===== config.mk =====
export PLATFORM = sky130hd
export DESIGN_NAME = fact_unit
export DESIGN_NICKNAME = d
export VERILOG_FILES = /design/src/rtl/fact_unit.sv
export SDC_FILE = /design/constraint.sdc
export NUM_CORES = 1
export LEC_CHECK = 0
export CAP_MARGIN = 20
export CORE_MARGIN = 2
export CORE_UTILIZATION = 63
export CTS_CLUSTER_SIZE = 12
export DETAILED_ROUTE_END_ITERATION = 8
export HOLD_SLACK_MARGIN = 0.06
export PLACE_DENSITY = 0.9
export RECOVER_POWER = 50
export SLEW_MARGIN = 20
export SYNTH_ARGS = -nofsm -noshare
export SYNTH_HDL_FRONTEND = slang
export SYNTH_SLANG_ARGS = --single-unit

===== constraint.sdc =====
create_clock -name clk -period 10 [get_ports clk]
set_clock_uncertainty 0.2 [all_clocks]
set_input_delay 2 -clock clk [delete_from_list [all_inputs] [get_ports clk]]
set_output_delay 2 -clock clk [all_outputs]
set_load 0.01 [all_outputs]

===== src/rtl/fact_unit.sv =====
// Memory-mapped factorial accelerator: write N, pulse GO, poll STATUS, read RESULT.
// One multiply per clock; N above 12 overflows 32 bits and is rejected with err.
module fact_unit #(
  parameter int w = 32
) (
  input  logic         clk,
  input  logic         rst,
  input  logic         WE,
  input  logic [1:0]   A,
  input  logic [w-1:0] WD,
  output logic [w-1:0] RD
);

  localparam int unsigned NW = 4;
  localparam logic [NW-1:0] NMAX = NW'(12);

  typedef enum logic [1:0] {IDLE, COMPUTE, DONE} state_t;

  state_t         state;
  logic [NW-1:0]  n;
  logic [NW-1:0]  count;
  logic [w-1:0]   product;
  logic [w-1:0]   result;
  logic           done;
  logic           err;
  logic           busy;
  logic           start;
  logic           unused_wd;

  assign busy      = (state == COMPUTE);
  assign start     = WE && (A == 2'b01) && WD[0] && (state != COMPUTE);
  assign unused_wd = ^WD[w-1:NW];

  // Register file and FSM; count is captured at start so later N writes cannot disturb a run.
  always_ff @(posedge clk) begin
    if (rst) begin
      state   <= IDLE;
      n       <= '0;
      count   <= '0;
      product <= '0;
      result  <= '0;
      done    <= 1'b0;
      err     <= 1'b0;
    end else begin
      if (WE && (A == 2'b00)) n <= WD[NW-1:0];
      case (state)
        IDLE, DONE: begin
          if (start) begin
            if (n > NMAX) begin
              state  <= DONE;
              done   <= 1'b1;
              err    <= 1'b1;
              result <= '0;
            end else begin
              state   <= COMPUTE;
              count   <= n;
              product <= w'(1);
              done    <= 1'b0;
              err     <= 1'b0;
            end
          end
        end
        COMPUTE: begin
          if (count > NW'(1)) begin
            product <= product * w'(count);
            count   <= count - NW'(1);
          end else begin
            state  <= DONE;
            done   <= 1'b1;
            result <= product;
          end
        end
        default: state <= IDLE;
      endcase
    end
  end

  // Zero-latency read mux.
  always_comb begin
    RD = '0;
    case (A)
      2'b00:   RD = w'(n);
      2'b01:   RD = w'(busy);
      2'b10:   RD = w'({err, done});
      default: RD = result;
    endcase
  end

endmodule


## Yosys cells after proc, flatten, opt, wreduce, memory -nomap -nowiden

Cells that the tools add are included.

| storage, ports and cells | value |
|---|---|
| bits in registers | 76 |
| bits in latches | 0 |
| RAM bits | 0 |
| ROM bits | 0 |
| input port bits | 37 |
| output and inout port bits | 32 |
| word-level logic and storage cells | 55 |
| memories | 0 |

| operators by class | value |
|---|---|
| add/subtract/negate cells | 1 |
| $mul | 1 |
| div/mod/pow operators | 0 |
| order comparisons | 2 |
| eq/ne operators | 10 |
| shifts and indexed selects | 0 |
| multiplexer cells | 21 |
| bitwise gates (word level) | 0 |
| reductions and logical operators | 13 |

Operator list:

| operator | number |
|---|---|
| 32-bit 2-to-1 mux | 6 |
| 32-bit one-hot mux with 2 select lines | 2 |
| 32-bit one-hot mux with 3 select lines | 1 |
| 32-bit by 4-bit multiplier with 32-bit output | 1 |
| 4-bit 2-to-1 mux | 3 |
| 2-bit != test (second input constant) | 4 |
| 4-bit one-hot mux with 2 select lines | 1 |
| 4-bit AND reduction | 2 |
| 2-bit 2-to-1 mux | 3 |
| 2-bit by 1-bit equality test with 1-bit output (second input constant) | 2 |
| 2-bit equality test (second input constant) | 2 |
| 4-bit by 1-bit > comparator with 1-bit output (second input constant) | 1 |
| 4-bit > comparator (second input constant) | 1 |
| 1-bit logical AND | 4 |
| 2-bit zero test | 2 |
| 2-bit by 1-bit != test with 1-bit output (second input constant) | 2 |
| 2-bit one-hot mux with 2 select lines | 1 |
| 2-bit AND reduction | 2 |
| 4-bit by 1-bit subtractor with 4-bit output (second input constant) | 1 |
| 1-bit 2-to-1 mux | 3 |
| 3-bit AND reduction | 1 |
| 1-bit one-hot mux with 2 select lines | 1 |
| 2-bit nonzero test | 1 |
| 2-bit OR reduction | 1 |

## Logic depth before layout (Yosys ltp)

Gate-level depths: netlist of the first run.

| logic depth | value |
|---|---|
| depth after elaboration | 6 |
| mapped depth | 16 |
| depth with buffers taken out | 13 |

## Least setup slack after synthesis of the first run

OpenSTA, ideal clock, no wires.

| path | value |
|---|---|
| path type | input-to-output |
| start point | input A[0] |
| end point | output RD[0] |
| arrival time | 2552 ps |
| required time | 7800 ps |
| path slack | 5248 ps |
| stages | 2 |
| path buffers | 1 |
| cells stage by stage | clkbuf_1 -> mux4_2 |

| on the way | value |
|---|---|
| longest elaborated chain between the ends | 2 |
| elaborated cells between the ends (all ways) | 4 |
| those cells by class | eq/ne (2); mux (1); reduce/logical (1) |

RTL lines:

| item | line | RTL |
|---|---|---|
| from (decl) | 9 | `input logic [1:0] A,` |
| 2-bit equality test, or another cell as far along | 81 | `case (A)` |
| 32-bit one-hot mux with 3 select lines * | 81 |  |
| to (decl) | 11 | `output logic [w-1:0] RD` |

Every way passes the cells marked *; elsewhere a longest branch is shown, timed or not.

## Worst setup path after layout of the first run

| path | value |
|---|---|
| start point | input A[1] |
| end point | output RD[0] |

Same word-level chain as after synthesis.

==> impl_metrics.csv, run 1 <==
group,metric,value,unit
min_path,hold_path_startpoint,"result[9]",
status,violations,"capacitance limit, slew limit",
setup_path,crit_fanout,33,
power,intPower,426,µW
status,status,"finished with violations",
clocking,cts_setup_buffers,0,
power,swShare,0.255,
clocking,clock_path_buffers,2,
clocking,hold_buffers,0,
timing,fin_crit,6.48,ns
final_layout,area_growth,8.92,%
power,p_clk_frac,0.428,
clocking,clockRootBuffer,"clkbuf_8",
routing,ant_nets,0,
clocking,cts_resized,0,
power,totalPowerFinal,572,µW
clocking,htree_levels,3,
timing,rsz0062_at_grt,"no",
floorplan,pin_count,69,
grt,antenna_found_initial,0,
routing,drtPass1Iterations,6,
timing,finalSetupTns,0,ns
setup_path,cp_num_buf_inv,2,
power,leakage,3.36,nW
final_layout,diodes,0,
setup_path,endpoint_kind,"output port",
routing,routedWlPerCell,16.5,µm
timing,slew_viol_final,33,
clocking,cts_made_buffers,9,
timing,finalSetupViolCount,0,
setup_path,slowest_stage,"dlygate4sd3_1",
floorplan,core_region_area,10800,µm²
synth,async_reset_ff_frac,0,
synth,synth_seq_cells,76,
flow_run,cap_violations,1,
routing,drc,0,
power,max-vdd-ir-drop,0.0000537,V
min_path,hold_end,"result[9]",
synth,synth-edff-count,0,
setup_path,path_delay_family,"buffers and inverters",
timing,holdWs,0.250,ns
final_layout,drive_gt1_frac,0.0401,
floorplan,fp.dieW,109,µm
setup_path,max_stage_delay,1.18,ns
synth,netlist_area,6960,µm²
final_layout,fin_util,0.702,
timing,period_share,0.648,
synth,syn-num-nets,1039,
routing,wl,17600,µm
placement,dp_hpwl,12400,µm
floorplan,initial_core_util,0.645,
min_path,hold_depth,2,
clocking,cts_sinks,76,
clocking,clkTransAtPathRegs,0.09,ns
power,p_sw,146,µW
routing,viasPerCell,6.01,
setup_path,required,7.80,ns
grt,gr-usage-all-layers,0.314,
setup_path,start_kind,"input pin",
power,p_seq_frac,0.533,
grt,grt_max_degree,59,
grt,grt_first_pass_wirelength,29300,µm
synth,ys_warn_count,0,
synth,synth.distinct_cells,57,
floorplan,rows,38,
timing,relSlewSlack,-0.320,
placement,port_buffers,40,
clocking,clk_latency,0.37,ns
routing,vias,6380,
placement,pre_cts_slack,3.62,ns
power,power.density,75.5,nW/µm²
setup_path,critPathKind,"in -> out",
synth,synth_ff_type,"dfxtp_1",
setup_path,rrSetupSlack,5.59,ns
floorplan,die_area,11900,µm²
placement,place_congestion,0.918,
setup_path,r2r_start,"count[2]",
min_path,hp-class,"reg -> reg",
floorplan,die-height,109,µm
timing,hold_violations,0,
routing,first_iter_violations,668,
setup_path,worstPathCellList,"dlygate4sd3_1 -> mux4_2 -> clkdlybuf4s50_1",
synth,yosysSeqAreaShare,0.219,
timing,max_freq,154,MHz
setup_path,r2r_cells,13,
final_layout,finalNetCount,1045,
power,p_comb_frac,0.039,
setup_path,r2r-end,"product[30]",
grt,grt-ovfl-total,0,
setup_path,crit_arrival,4.28,ns
timing,setup_ws,3.52,ns
grt,grt_pass1_vias,6181,
timing,tightestPinTransition,1.98,ns
synth,synth_cells,911,
clocking,cts_tree,"done",
synth,avgSynthCellArea,7.64,µm²
-- cell usage after synthesis (6+ instances only) --
cell type	instances	share of area
nand3_1	48	0.035
clkbuf_1	44	0.024
a21o_1	8	0.0086
a21oi_1	83	0.060
xor2_1	11	0.014
nor3_1	11	0.0079
nand2_1	117	0.063
inv_1	114	0.062
o211ai_1	7	0.0076
fa_1	57	0.16
and3_1	34	0.031
o21ai_0	31	0.022
and2_1	93	0.084
dfxtp_1	76	0.22
mux2i_1	6	0.0086
nor2_1	38	0.021
nand2b_1	6	0.0054
xnor2_1	15	0.019
ha_1	34	0.061
-- power groups by stage --
stage / logic, mW / registers, mW / clock network (mW)
3_5_place_dp: 0.0222 / 0.312 / 0
3_3_place_gp: 0.0217 / 0.312 / 0
2_1_floorplan: 0.0141 / 0.311 / 0
6_report: 0.0221 / 0.305 / 0.245
5_1_grt: 0.0241 / 0.305 / 0.260
4_1_cts: 0.0224 / 0.305 / 0.245
-- metal layers --
metal  GRT usage  wire length, µm
met3      0.0598             1650
met4       0.110              351
met2       0.505             8280
met1       0.422             7280
met5           0                0
-- cells by family (layout without fill, tap and decap cells) --
group           after synthesis  in the layout  synth area share
simple gates                371            371             0.269
buf+inv                     167            178            0.0910
flops                        76             76             0.219
mux                           8              8            0.0135
xor+xnor                     26             26            0.0327
fa+ha+maj                    91             91             0.225
compound gates              172            172             0.150
-- cell usage in the layout, fill, tap and decap left out, drive strengths merged, types with 3 or more instances in the layout --
cell and count:
ha 34, a21oi 85, clkbuf 11, fa 57, a22o 3, mux2i 6
or2 4, nor2 38, xnor2 15, nand2 117, o31ai 3, nor2b 3
inv 115, o211ai 7, a21o 10, dfxtp 76, clkinv 3, a31oi 5
nand2b 6, o21a 4, xor2 11, o21ai 34, nor3 11, and3 34
nand3 48, nand4 5, a211oi 3, buf 7, clkdlybuf4s50 37, and2 93
nor4 4
-- stage by stage --
step / cell area [µm²] / std cells
3_5_place_dp: 7390 / 1046
4_1_cts: 7590 / 1062
2_1_floorplan: 6960 / 911
5_1_grt: 7580 / 1062
3_3_place_gp: 7390 / 1046
6_report: 7580 / 1062
-- tightest hold or removal path: stages, from the launching register on --
cell     delay, ns
dfxtp_1       0.31
nand2_1       0.05
a21oi_1       0.05
-- layout make-up --
class                   instances  area, µm²
multi-input cells             668       4800
clock buffers                   9        124
flip-flops and latches         76       1520
well taps                     140        175
repair buffers                 48        448
fillers                       842       3220
inverters                     114        428
clock inverters                 7       76.3
-- registers in the layout, summed over array words and instances, names as in the netlist --
register  count
done          1
n             4
state         2
err           1
count         4
product      32
result       32
-- worst max path at each step --
stage | start | end | slack (ns) | depth (start not counted)
final | A[1] | RD[0] | 3.52 | 3
after CTS | A[1] | RD[0] | 3.62 | 3
after floorplan | A[0] | RD[0] | 5.25 | 2
after global routing | A[1] | RD[0] | 3.41 | 3
after global placement | A[1] | RD[0] | 3.65 | 3
after detailed placement | A[1] | RD[0] | 3.62 | 3
(Power assumes the default switching activity.)
==> run 2: changes to the inputs <==
--- a/config.mk
+++ b/config.mk
@@ -7,11 +7,11 @@
 export LEC_CHECK = 0
 export CAP_MARGIN = 20
 export CORE_MARGIN = 2
-export CORE_UTILIZATION = 63
+export CORE_UTILIZATION = 53
 export CTS_CLUSTER_SIZE = 12
 export DETAILED_ROUTE_END_ITERATION = 8
 export HOLD_SLACK_MARGIN = 0.06
-export PLACE_DENSITY = 0.9
+export PLACE_DENSITY = 0.81
 export RECOVER_POWER = 50
 export SLEW_MARGIN = 20
 export SYNTH_ARGS = -nofsm -noshare
==> constraint.sdc (replaced) <==
create_clock -name clk -period 5.37 [get_ports clk]
set_clock_uncertainty 0.2 [all_clocks]
set_input_delay 1.074 -clock clk [delete_from_list [all_inputs] [get_ports clk]]
set_output_delay 1.074 -clock clk [all_outputs]
set_load 0.01 [all_outputs]
==> run 2 against run 1 <==
  * The run now ends clean
  * Sequential cell count unchanged
  * Largest cell class unchanged
  * Combinational power increased by 86%
  * Register-to-register slack got worse by 4.6 ns
  * Worst hold slack got worse by 0.0059 ns
  * Largest power group is now the clock network
  * Clock-buffer cell count increased by 1
  * Sequential power increased by 87%
  * Global-route usage decreased by 6.1 points
==> impl_metrics.csv, run 2 (synthesis results as in run 1) <==
group,metric,value,unit
status,status,"completed",
setup_path,start_kind,"input pin",
grt,gr-usage-all-layers,0.252,
power,leakage,3.43,nW
timing,slew_viol_final,0,
timing,rsz0062_at_grt,"no",
floorplan,pin_count,69,
routing,first_iter_violations,584,
final_layout,largestRegisters,"product: 32 flops, result: 32 flops",
routing,viasPerCell,5.72,
routing,wl,17100,µm
grt,grt_max_degree,58,
grt,antenna_found_initial,0,
clocking,cts_resized,0,
timing,tightestPinTransition,1.15,ns
timing,finalSetupViolCount,0,
setup_path,critPathKind,"in -> out",
routing,drtPass1Iterations,5,
setup_path,path_delay_family,"buffers and inverters",
timing,fin_crit,4.74,ns
floorplan,initial_core_util,0.547,
power,power.density,163,nW/µm²
floorplan,die-height,119,µm
final_layout,final_common_cell,"nand2_1",
final_layout,drive_gt1_frac,0.0411,
routing,ant_nets,0,
clocking,cts_made_buffers,9,
setup_path,rrSetupSlack,1.01,ns
power,totalPowerFinal,1.26,mW
final_layout,diodes,0,
final_layout,fin_cells,1097,
final_layout,layout_common_cells,"117 x nand2_1, 114 x inv_1, 91 x and2_1",
final_layout,finalNetCount,1048,
clocking,hold_buffers,0,
timing,setup_ws,0.635,ns
min_path,hp-class,"reg -> reg",
final_layout,fill_cells,1143,
timing,hold_violations,0,
timing,relSlewSlack,0.231,
clocking,htree_levels,3,
timing,finalSetupTns,0,ns
setup_path,cp_num_buf_inv,3,
floorplan,die_area,14100,µm²
grt,grt-ovfl-total,0,
setup_path,crit_arrival,3.46,ns
flow_run,cap_violations,0,
grt,grt_pass1_vias,5936,
final_layout,multiInputGateArea,4800,µm²
final_layout,area_growth,11.4,%
placement,placedCellCount,1081,
timing,holdWs,0.244,ns
placement,dp_hpwl,12300,µm
placement,port_buffers,40,
clocking,clkTransAtPathRegs,0.06,ns
setup_path,required,4.10,ns
clocking,cts_tree,"done",
power,max-vdd-ir-drop,0.000148,V
clocking,cts_setup_buffers,0,
floorplan,rows,41,
setup_path,worstPathCellList,"dlygate4sd3_1 -> clkbuf_1 -> nor2_1 -> a22o_1 -> clkdlybuf4s50_1",
clocking,clk_latency,0.33,ns
routing,routedWlPerCell,15.5,µm
routing,drc,0,
clocking,cts_sinks,76,
placement,place_congestion,0.951,
timing,period_share,0.882,
clocking,clockRootBuffer,"clkbuf_16",
clocking,clock_path_buffers,2,
floorplan,core_region_area,12700,µm²
routing,vias,6274,
grt,grt_first_pass_wirelength,29300,µm
final_layout,seq_area,1520,µm²
timing,max_freq,211,MHz
setup_path,max_stage_delay,0.91,ns
placement,pre_cts_slack,0.991,ns
floorplan,fp.dieW,119,µm
setup_path,slowest_stage,"dlygate4sd3_1",
setup_path,crit_fanout,18,
setup_path,endpoint_kind,"output port",
==> run 2: cell types whose count changed in the layout (fill, tap and decap cells not counted), sizes merged <==
cell	delta
buf	+2
bufinv	+1
clkinvlp	-2
clkbuf	+2
==> run 2: stage by stage <==
step,instance area (µm²),utilization
floorplan,6960,-
global placement,7450,0.586
detailed placement,7450,0.586
CTS,7770,0.611
global route,7750,0.609
finish,7750,0.609
==> run 2: worst paths after layout <==
kind | from | endpoint | cells past startpoint
worst max-delay path | A[1] | RD[1] | 5
worst min-delay path | result[9] | result[9] | 2
worst max register to register | count[2] | product[29] | 14
worst min register to register | result[9] | result[9] | 2
==> run 2: final cells by class <==
cell class | count | area share
multi-input cells | 668 | 0.620
flip-flops and latches | 76 | 0.196
repair buffers | 51 | 0.0602
inverters | 114 | 0.0552
clock buffers | 10 | 0.0295
well taps | 172 | 0.0278
clock inverters | 6 | 0.0113
==> run 2: routing by layer <==
layer	vias to the layer above	part of all wire	global-route usage
met4	0	0.018	0.0722
met5	-	0	0
li1	3006	-	-
met2	244	0.46	0.397
met3	30	0.067	0.0362
met1	2994	0.46	0.361
==> run 2: power by group <==
part           leakage, nW  switching (mW)  internal [mW]
registers            0.612         0.00288          0.566
logic                 2.67          0.0290         0.0121
clock network        0.157           0.243          0.408
==> run 2: tightest hold or removal path, cell delays in order, from the launching register on <==
cell and delay (ns):
dfxtp_1 0.30, nand2_1 0.05, a21oi_1 0.05
==> run 3: changes to the inputs <==
--- a/config.mk
+++ b/config.mk
@@ -10,6 +10,7 @@
 export CORE_UTILIZATION = 53
 export CTS_CLUSTER_SIZE = 12
 export DETAILED_ROUTE_END_ITERATION = 8
+export GPL_TIMING_DRIVEN = 1
 export HOLD_SLACK_MARGIN = 0.06
 export PLACE_DENSITY = 0.81
 export RECOVER_POWER = 50
==> results of run 3 <==
Final layout, timing and power as in run 2 (identical DEF).
